**src/rtl/ghost_cancel_ctrl.sv**
```systemverilog
// Run controller for the neighbour ghost-cancellation array: owns cancel enable and
// kill time, sequences trig_stop across run/stop/hold, and counts removed ghosts.
module ghost_cancel_ctrl #(
  parameter int NKEY  = 112,
  parameter int CNTW  = 16,
  parameter int KILLW = 3
) (
  input  logic             clk,
  input  logic             rst_n,
  input  logic             cfg_we,
  input  logic [1:0]       cfg_addr,
  input  logic [15:0]      cfg_wdata,
  output logic [15:0]      cfg_rdata,
  input  logic             run_req,
  input  logic             stop_req,
  input  logic             trig,
  input  logic [NKEY-1:0]  vc_in,
  input  logic [NKEY-1:0]  vcr_in,
  input  logic [NKEY-1:0]  va_in,
  input  logic [NKEY-1:0]  varr_in,
  output logic             trig_stop,
  output logic             cancel_en,
  output logic [KILLW-1:0] kill_time,
  output logic             busy
);

  localparam int PW = $clog2(NKEY + 1);

  typedef enum logic [1:0] {S_IDLE, S_ARM, S_RUN, S_DRAIN} state_t;

  state_t           r_state, w_next;
  logic             r_cancel_en;
  logic [KILLW-1:0] r_kill_time;
  logic [7:0]       r_hold;
  logic [7:0]       r_hold_cnt;
  logic [KILLW-1:0] r_drain_cnt;
  logic [CNTW-1:0]  r_ghost_c, r_ghost_a;
  logic [15:0]      r_cfg_rdata;
  logic [15:0]      w_rd_mux;
  logic [PW-1:0]    w_pop_c, w_pop_a;
  logic [CNTW:0]    w_sum_c, w_sum_a;
  logic             w_count_en, w_clr_c, w_clr_a;
  logic             w_unused_wdata;

  function automatic logic [PW-1:0] popcount(input logic [NKEY-1:0] v);
    logic [PW-1:0] c;
    c = '0;
    for (int i = 0; i < NKEY; i++) c = c + PW'(v[i]);
    return c;
  endfunction

  // NOTE: reset is sampled on the clock edge, so it sits inside the clocked block's sensitivity to clk only.
  always_ff @(posedge clk) begin
    if (!rst_n) r_state <= S_IDLE;
    else        r_state <= w_next;
  end

  // NOTE: every always_comb output gets a default first so no path can infer a latch.
  always_comb begin
    w_next = r_state;
    case (r_state)
      S_IDLE:  if (run_req && !stop_req) w_next = S_ARM;
      S_ARM:   w_next = S_RUN;
      S_RUN:   if (stop_req) w_next = S_DRAIN;
      S_DRAIN: if (r_drain_cnt == '0) w_next = S_IDLE;
      default: w_next = S_IDLE;
    endcase
  end

  always_comb begin
    trig_stop = 1'b1;
    busy      = 1'b0;
    case (r_state)
      S_ARM:   busy = 1'b1;
      S_RUN:   begin busy = 1'b1; trig_stop = (r_hold_cnt != 8'd0); end
      S_DRAIN: busy = 1'b1;
      default: ;
    endcase
  end

  // Drain length is loaded on the stop edge; kill_time is frozen outside IDLE so it is stable here.
  always_ff @(posedge clk) begin
    if (!rst_n) begin
      r_drain_cnt <= '0;
      r_hold_cnt  <= 8'd0;
    end else begin
      if (r_state == S_RUN && stop_req)             r_drain_cnt <= r_kill_time;
      else if (r_state == S_DRAIN && r_drain_cnt != '0) r_drain_cnt <= r_drain_cnt - 1'b1;

      if (r_state != S_RUN || stop_req)         r_hold_cnt <= 8'd0;
      else if (trig && r_hold != 8'd0)          r_hold_cnt <= r_hold;
      else if (r_hold_cnt != 8'd0)              r_hold_cnt <= r_hold_cnt - 8'd1;
    end
  end

  always_ff @(posedge clk) begin
    if (!rst_n) begin
      r_cancel_en <= 1'b1;
      r_kill_time <= KILLW'(4);
      r_hold      <= 8'd0;
    end else if (cfg_we) begin
      if (cfg_addr == 2'd0) begin
        r_cancel_en <= cfg_wdata[0];
        if (r_state == S_IDLE) r_kill_time <= cfg_wdata[KILLW:1];
      end
      if (cfg_addr == 2'd1) r_hold <= cfg_wdata[7:0];
    end
  end

  assign w_unused_wdata = ^cfg_wdata[15:8];

  assign w_pop_c    = popcount(vc_in & ~vcr_in);
  assign w_pop_a    = popcount(va_in & ~varr_in);
  assign w_sum_c    = {1'b0, r_ghost_c} + {{(CNTW + 1 - PW){1'b0}}, w_pop_c};
  assign w_sum_a    = {1'b0, r_ghost_a} + {{(CNTW + 1 - PW){1'b0}}, w_pop_a};
  assign w_count_en = (r_state == S_RUN) && !trig_stop;
  assign w_clr_c    = (r_state == S_ARM) || (cfg_we && cfg_addr == 2'd2);
  assign w_clr_a    = (r_state == S_ARM) || (cfg_we && cfg_addr == 2'd3);

  // Clear takes priority over a same-cycle increment; a carry out pins the count at all-ones.
  always_ff @(posedge clk) begin
    if (!rst_n) begin
      r_ghost_c <= '0;
      r_ghost_a <= '0;
    end else begin
      if (w_clr_c)         r_ghost_c <= '0;
      else if (w_count_en) r_ghost_c <= w_sum_c[CNTW] ? '1 : w_sum_c[CNTW-1:0];
      if (w_clr_a)         r_ghost_a <= '0;
      else if (w_count_en) r_ghost_a <= w_sum_a[CNTW] ? '1 : w_sum_a[CNTW-1:0];
    end
  end

  always_comb begin
    w_rd_mux = 16'h0000;
    case (cfg_addr)
      2'd0: w_rd_mux[KILLW:0]  = {r_kill_time, r_cancel_en};
      2'd1: w_rd_mux[7:0]      = r_hold;
      2'd2: w_rd_mux[CNTW-1:0] = r_ghost_c;
      2'd3: w_rd_mux[CNTW-1:0] = r_ghost_a;
      default: ;
    endcase
  end

  always_ff @(posedge clk) begin
    if (!rst_n) r_cfg_rdata <= 16'h0000;
    else        r_cfg_rdata <= w_rd_mux;
  end

  assign cfg_rdata = r_cfg_rdata;
  assign cancel_en = r_cancel_en;
  assign kill_time = r_kill_time;

endmodule

```
**config.mk**
```make
export PLATFORM = sky130hd
export DESIGN_NAME = ghost_cancel_ctrl
export DESIGN_NICKNAME = d
export VERILOG_FILES = /design/src/rtl/ghost_cancel_ctrl.sv
export SDC_FILE = /design/constraint.sdc
export NUM_CORES = 1
export LEC_CHECK = 0
export CAP_MARGIN = 10
export CORE_AREA = 2 2 190 192
export CTS_BUF_LIST = sky130_fd_sc_hd__clkbuf_4 sky130_fd_sc_hd__clkbuf_8
export CTS_CLUSTER_DIAMETER = 60
export DETAILED_ROUTE_END_ITERATION = 8
export DIE_AREA = 0 0 192 194
export PLACE_DENSITY = 0.69
export SETUP_SLACK_MARGIN = 0.05
export SYNTH_ARGS = -nofsm -noshare
export SYNTH_HDL_FRONTEND = slang
export SYNTH_SLANG_ARGS = --single-unit
```
**constraint.sdc**
```tcl
create_clock -name clk -period 25.9 [get_ports clk]
set_clock_uncertainty 0.2 [all_clocks]
set_input_delay 3.885 -clock clk [delete_from_list [all_inputs] [get_ports clk]]
set_output_delay 3.885 -clock clk [all_outputs]
set_load 0.1 [all_outputs]
```
==> key figures, run 1 <==
Logic synthesis
  – Top_reg_cell synth: dfxtp_1
  – Mapped Cells: between 1000 and 1500
  – Register area share after synthesis: roughly an eighth
  – Ys Warns: 0
  – Mean Syn Cell Area: between 9 and 10 um2
  – Mapped Nets: around 1900
  – Mapped Area: between 10000 and 15000 um2
  – Top cells by area, synth: fa_1 (37%), dfxtp_1 (13%), ha_1 (8.6%)
  – Yosys reg bits: 73
  – Number of distinct library cells after synthesis: 56
  – Post-synth EDFFs: 0
  – Async SR Flop Fraction: 0%
  – Yosys top cell area share: between 30% and 40%
  – Area leader, netlist: fa_1

Drt
  – Via count: 9462
  – DRC viols: 0
  – Pre-antenna DRT Iters: 5
  – Remaining antenna violation count: 0
  – Final wirelength: ~37000 um
  – Initial drt markers: about 330
  – Avg WL per Cell: between 15 and 20 um
  – DR vias/cell: ~4.5

Floorplanning
  – Site Rows: 69
  – Core Footprint: 35220 um2
  – Die boundary height: about 190 um
  – Initial core utilization: a little under a third
  – # IOs: roughly 490
  – Die width: between 150 and 200 um
  – Full die area: approximately 37000 um2

Timing
  – Worst rel slew slack: 31.37%
  – Setup violations, final: 0
  – Max Fclk: about 84 MHz
  – Final Critical Period: around 12 ns
  – Final Hold Vio Count: 0
  – Setup TNS: 0 ns
  – Max Slew Vio Count: 0
  – Worst Max-Slew Pin Slew: slightly above 1 ns
  – RSZ-0062 raised after global routing: false
  – Fin worst setup slack: between 10 and 15 ns
  – Tcrit/Tclk final: about 46%

CTS
  – Num CTS Buffers: 9
  – # Post-CTS Setup Buffers: 0
  – Resized cells post-CTS: 0
  – CTS tree: built
  – Reg clk slew, reported paths: ~0.08 ns
  – Clock sink count: 73
  – CTS hold repair buffers: 0
  – Clock Latency Late Sink: 0.36 ns
  – Root buffer cell: clkbuf_8
  – Largest buffer count on any clock path: 2
  – H-tree level count: 3

Worst setup path
  – Max FO, Critical Path: 9
  – WP data required: roughly 26 ns
  – Worst setup path class: in -> reg
  – Critical path arrival: approximately 12 ns
  – CP Capture Type: register
  – CP Launch Type: primary input

Outcome
  – Status: complete, no violations

Place
  – HPWL after DPL: 34070 um
  – Pre-CTS WS: between 10 and 15 ns
  – Gpl congestion: between 0.9 and 1
  – Number of port buffers: approximately 490

Flow run
  – Max-Cap Viols: 0

GRT
  – First-pass GRT wire length: 56150 um
  – Vias in the first global route: around 11000
  – Antenna violations before repair: 4
  – Largest net degree at the start of global routing: 36
  – Gr usage total: 19.89%
  – GRT overflow: 0

Min path
  – HP Class: reg -> reg

Finish
  – # fillers: ~3400
  – Nets: 2384
  – Layout cell share with drive strength beyond 1: between 2 and 2.5%
  – Area grow syn2layout: 50.34%
[metal layers]
| metal | up-vias | global-route usage [%] | share of wire, % |
|---|---|---|---|
| met4 | 0 | 5.146 | 2.1 |
| met5 | - | 0 | 0 |
| met3 | 34 | 2.299 | 5.0 |
| met1 | 4537 | 24.32 | 41 |
| met2 | 306 | 36.72 | 52 |
| li1 | 4585 | - | - |
[cells by family (layout without fill, tap and decap cells)]
kind of cell               count (synthesis)  in the layout  share of synthesized area, %
and+or+nand+nor                          381            381                         19.88
adders and majority gates                282            282                         46.13
buffers and inverters                    235            719                         8.098
AOI/OAI and AO/OA                        136            136                         8.519
DFF                                       73             73                         13.28
xor gates and xnor gates                  21             21                         1.672
muxes                                     21             21                         2.411
other                                      0              4                             0
[registers in the layout (all words and copies together), names as in the netlist]
name         flops
r_hold_cnt       8
r_state          2
r_ghost_c       16
kill_time        3
r_hold           8
r_ghost_a       16
cfg_rdata       16
cancel_en        1
r_drain_cnt      3
[layout make-up]
| class | instances | area (um2) | area share [%] |
|---|---|---|---|
| multi-input combinational | 841 | 8648 | 52.29 |
| timing repair buffer | 487 | 4870 | 29.44 |
| sequential | 73 | 1461 | 8.836 |
| inverter | 218 | 818.3 | 4.948 |
| tap | 461 | 576.8 | 3.488 |
| clock buffer | 10 | 131.4 | 0.7944 |
| clock inverter | 4 | 22.52 | 0.1362 |
| antenna | 4 | 10.01 | 0.06052 |
[stage by stage]
stage                     hold WS [ns]  util, %  cells  area, um2
after floorplan                 0.2518        -   1149      11000
after global placement          0.2770    46.49   2080      16370
after detailed placement        0.2893    46.49   2080      16370
after CTS                       0.2949    46.92   2094      16530
after global routing            0.3399    46.95   2097      16540
final                           0.2849    46.95   2098      16540
[cells in the final DEF, fill, tap and decap left out, types with 12 or more instances in the layout]
master | synthesis | final
clkdlybuf4s50_1 | 0 | 485
inv_1 | 216 | 216
fa_1 | 206 | 206
nand2b_1 | 132 | 132
nor2b_1 | 105 | 105
ha_1 | 76 | 76
dfxtp_1 | 73 | 73
nor2_1 | 56 | 56
a21oi_1 | 40 | 40
nand2_1 | 31 | 31
nand3_1 | 20 | 20
o21ai_0 | 18 | 18
mux2i_1 | 13 | 13
a211oi_1 | 12 | 12
xor2_1 | 12 | 12
a311oi_1 | 12 | 12
[Yosys cell counts, types with 5 or more instances]
cell,instances
a31oi_1,6
a311oi_1,12
inv_1,216
nand3_1,20
xor2_1,12
mux2i_1,13
nor3_1,9
and2_1,8
fa_1,206
a21oi_1,40
clkbuf_1,15
nor2b_1,105
a22oi_1,7
nand2_1,31
nor2_1,56
o21bai_1,5
nand2b_1,132
o211ai_1,7
o21ai_0,18
a211oi_1,12
and3_1,5
ha_1,76
dfxtp_1,73
xnor2_1,9
[worst paths after layout]
| kind | startpoint | end | slack, ns | depth (start not counted) |
|---|---|---|---|---|
| worst max-delay path | varr_in[68] | r_ghost_a[2] | 14.04 | 24 |
| worst min-delay path | r_hold[3] | r_hold[3] | 0.28 | 2 |
| worst max register to register | r_ghost_c[0] | r_ghost_c[5] | 17.95 | 18 |
| worst min register to register | r_hold[3] | r_hold[3] | 0.28 | 2 |
[critical path: stages]
cell,delay (ns)
clkdlybuf4s50_1,0.47
nand2b_1,0.19
fa_1,0.54
inv_1,0.05
fa_1,0.48
fa_1,0.54
inv_1,0.05
fa_1,0.55
inv_1,0.06
fa_1,0.50
inv_1,0.05
fa_1,0.57
fa_1,0.43
fa_1,0.49
inv_1,0.05
fa_1,0.45
fa_1,0.43
fa_1,0.50
a211oi_1,0.32
o21ai_1,0.17
a31o_2,0.27
a21o_1,0.28
a31oi_2,0.44
a21oi_1,0.12
Power of run 1 is left out: the tool's default activity adds up to more than one toggle a clock period on the data nets, which glitch-free logic cannot reach.
==> run 2, diff against run 1 <==
--- a/config.mk
+++ b/config.mk
@@ -6,12 +6,12 @@
 export NUM_CORES = 1
 export LEC_CHECK = 0
 export CAP_MARGIN = 10
-export CORE_AREA = 2 2 190 192
+export CORE_AREA = 2 2 192 194
 export CTS_BUF_LIST = sky130_fd_sc_hd__clkbuf_4 sky130_fd_sc_hd__clkbuf_8
 export CTS_CLUSTER_DIAMETER = 60
 export DETAILED_ROUTE_END_ITERATION = 8
-export DIE_AREA = 0 0 192 194
-export PLACE_DENSITY = 0.69
+export DIE_AREA = 0 0 194 196
+export PLACE_DENSITY = 0.68
 export SETUP_SLACK_MARGIN = 0.05
 export SYNTH_ARGS = -nofsm -noshare
 export SYNTH_HDL_FRONTEND = slang
==> constraint.sdc (replaced) <==
create_clock -name clk -period 11 [get_ports clk]
set_clock_uncertainty 0.2 [all_clocks]
set_input_delay 1.65 -clock clk [delete_from_list [all_inputs] [get_ports clk]]
set_output_delay 1.65 -clock clk [all_outputs]
set_load 0.1 [all_outputs]
==> run 2 against run 1 <==
Cell area is essentially flat. Utilization decreased by 1.1 points. Worst setup slack got worse by 13 ns. Via count decreased by 0.89%. Global-route usage down 0.32 points. Flip-flop and latch count unchanged. Non-clock buffer count is the same. Sequential share of layout area barely moved. First-iteration DRC count is 13% lower. Hold slack gained 0.011 ns. Register-to-register slack worse by 15 ns. Critical path type unchanged. Final cell count grew 0.14%. Critical endpoint is now r_ghost_c[7]. Highest routed layer is now met5.
==> key figures, run 2 (same netlist as run 1, synthesis figures left out) <==
GRT
  – Gr usage total: 19.57% (-0.32 points)
  – Largest net degree at the start of global routing: 36 (unchanged)
  – First-pass GRT wire length: 57210 um (+1.9%)
  – GRT overflow: 0 (unchanged)
  – Antenna violations before repair: 2 (-2)
  – Vias in the first global route: 10603 (+0.67%)

Worst setup path
  – Largest stage delay, worst path: 0.55 ns (-0.02 ns)
  – Worst path most repeated cell: fa_1
  – R2r setup slk: 3.13 ns (-14.82 ns)
  – Worst R2R Path Depth: 18 (unchanged)
  – WP depth: 23 (-4.2%)
  – Critical path arrival: 9.62 ns (-2.27 ns)
  – CP Launch Type: primary input
  – Max FO, Critical Path: 11 (+2)
  – Slowest CP cell: fa_1
  – CP Capture Type: register
  – Family with the most delay on the worst path: adder cells
  – Crit-path cells: clkdlybuf4s50_1, nand2b_1, fa_1, inv_1, fa_1, fa_1, inv_1, fa_1, inv_1, fa_1, inv_1, fa_1, fa_1, fa_1, inv_1, fa_1, fa_1, fa_1, a21oi_1, o2111ai_1, a21oi_1, nand3b_1, a311oi_1
  – Worst setup path class: in -> reg
  – WP data required: 11.00 ns (-14.93 ns)
  – Worst Path Buf+Inv: 6 (unchanged)

Finish
  – Area grow syn2layout: 50.33% (about the same)
  – # fillers: 3509 (+4.4%)
  – Final Cell Area: 16540 um2 (about the same)
  – Most frequent cells in the layout: clkdlybuf4s50_1 (485), inv_1 (216), fa_1 (206)
  – Layout cell share with drive strength beyond 1: 2.327% (unchanged)
  – Commonest non-fill, non-tap cell in the layout: clkdlybuf4s50_1
  – Antenna diodes: 0 (-4)
  – Nets: 2384 (unchanged)

CTS
  – Reg clk slew, reported paths: 0.07 ns (about the same)
  – Clock Latency Late Sink: 0.35 ns (about the same)
  – Clock sink count: 73 (unchanged)
  – Root buffer cell: clkbuf_8
  – CTS tree: built
  – Largest buffer count on any clock path: 2 (unchanged)
  – # Post-CTS Setup Buffers: 0 (unchanged)
  – CTS hold repair buffers: 0 (unchanged)
  – Resized cells post-CTS: 0 (unchanged)
  – H-tree level count: 3 (unchanged)
  – Num CTS Buffers: 9 (unchanged)

Floorplanning
  – Initial core utilization: 30.49% (-0.75 points)
  – Die width: 194 um (+1.0%)
  – Full die area: 38020 um2 (+2.1%)
  – # IOs: 494 (unchanged)
  – Site Rows: 70 (+1.4%)
  – Die boundary height: 196 um (+1.0%)
  – Core Footprint: 36080 um2 (+2.4%)

Place
  – HPWL after DPL: 34440 um (+1.1%)
  – Gpl congestion: 0.9365 (+1.6%)
  – Number of port buffers: 485 (unchanged)
  – Dpl cell area: 16380 um2 (about the same)

Timing
  – Setup TNS: 0 ns (unchanged)
  – Tcrit/Tclk final: approximately 87%
  – Worst Max-Slew Pin Slew: 0.9924 ns (-0.03388 ns)
  – Setup violations, final: 0 (unchanged)
  – Worst rel slew slack: 33.63% (+2.3 points)
  – Max Slew Vio Count: 0 (unchanged)
  – RSZ-0062 raised after global routing: false
  – Final Critical Period: between 9 and 10 ns
  – Final Hold Vio Count: 0 (unchanged)
  – Max Fclk: 104.0 MHz

Min path
  – HP Class: reg -> reg
  – Hold path cells: 2 (unchanged)

Drt
  – DRC viols: 0 (unchanged)
  – Remaining antenna violation count: 0 (unchanged)
  – Via count: 9378 (-0.89%)
  – Initial drt markers: 283 (-13%)
  – Avg WL per Cell: 17.57 um (+0.91%)
  – Pre-antenna DRT Iters: 5 (unchanged)
  – DR vias/cell: 4.464 (-1.0%)
  – Final wirelength: 36910 um (+1.1%)

Outcome
  – Status: complete, no violations

Flow run
  – Max-Cap Viols: 0 (unchanged)
-- run 2: changes by cell type in the layout (fill, tap and decap cells not counted), sizes merged --
cell   delta
diode     -4
-- run 2: stage by stage --
step	std cells	hold slack [ns]	worst slack [ns]	util, %
6_report	2101	0.2956	1.381	45.83
3_5_place_dp	2087	0.2813	0.9847	45.40
2_1_floorplan	1149	0.2518	1.941	-
4_1_cts	2101	0.2924	1.361	45.83
3_3_place_gp	2087	0.2814	1.070	45.40
5_1_grt	2101	0.3124	0.9852	45.83
-- run 2: path summary, 6_finish.rpt --
check / from / end
worst min-delay path: r_hold[3] / r_hold[3]
worst min register to register: r_hold[3] / r_hold[3]
worst max register to register: r_ghost_c[0] / r_ghost_c[7]
worst max-delay path: vcr_in[68] / r_ghost_c[7]
-- run 2: routing by layer --
layer  vias up  wire length (um)  GRT usage (%)
met5         -                13              0
met3        42              1658          2.579
met1      4482             15320          23.90
met4         2               657          3.928
li1       4573                 -              -
met2       279             19260          36.73
-- run 2: cell type report --
type,instances,area (um2),area share [%]
Clock inverter,4,22.52,0.1362
Tap cell,468,585.6,3.541
Clock buffer,10,131.4,0.7944
Timing Repair Buffer,487,4870,29.45
Sequential cell,73,1461,8.837
Multi-Input combinational cell,841,8648,52.30
Inverter,218,818.3,4.948
-- run 2: worst register-to-register path: cells and delay by family (launching register included) --
family                     cells  cell delay, ns
DFF                            1            0.41
AOI/OAI and AO/OA              4            1.03
buffers and inverters          2            0.10
and+or+nand+nor                1            0.44
adders and majority gates     11            5.57
Power of run 2 is left out for the same reason.
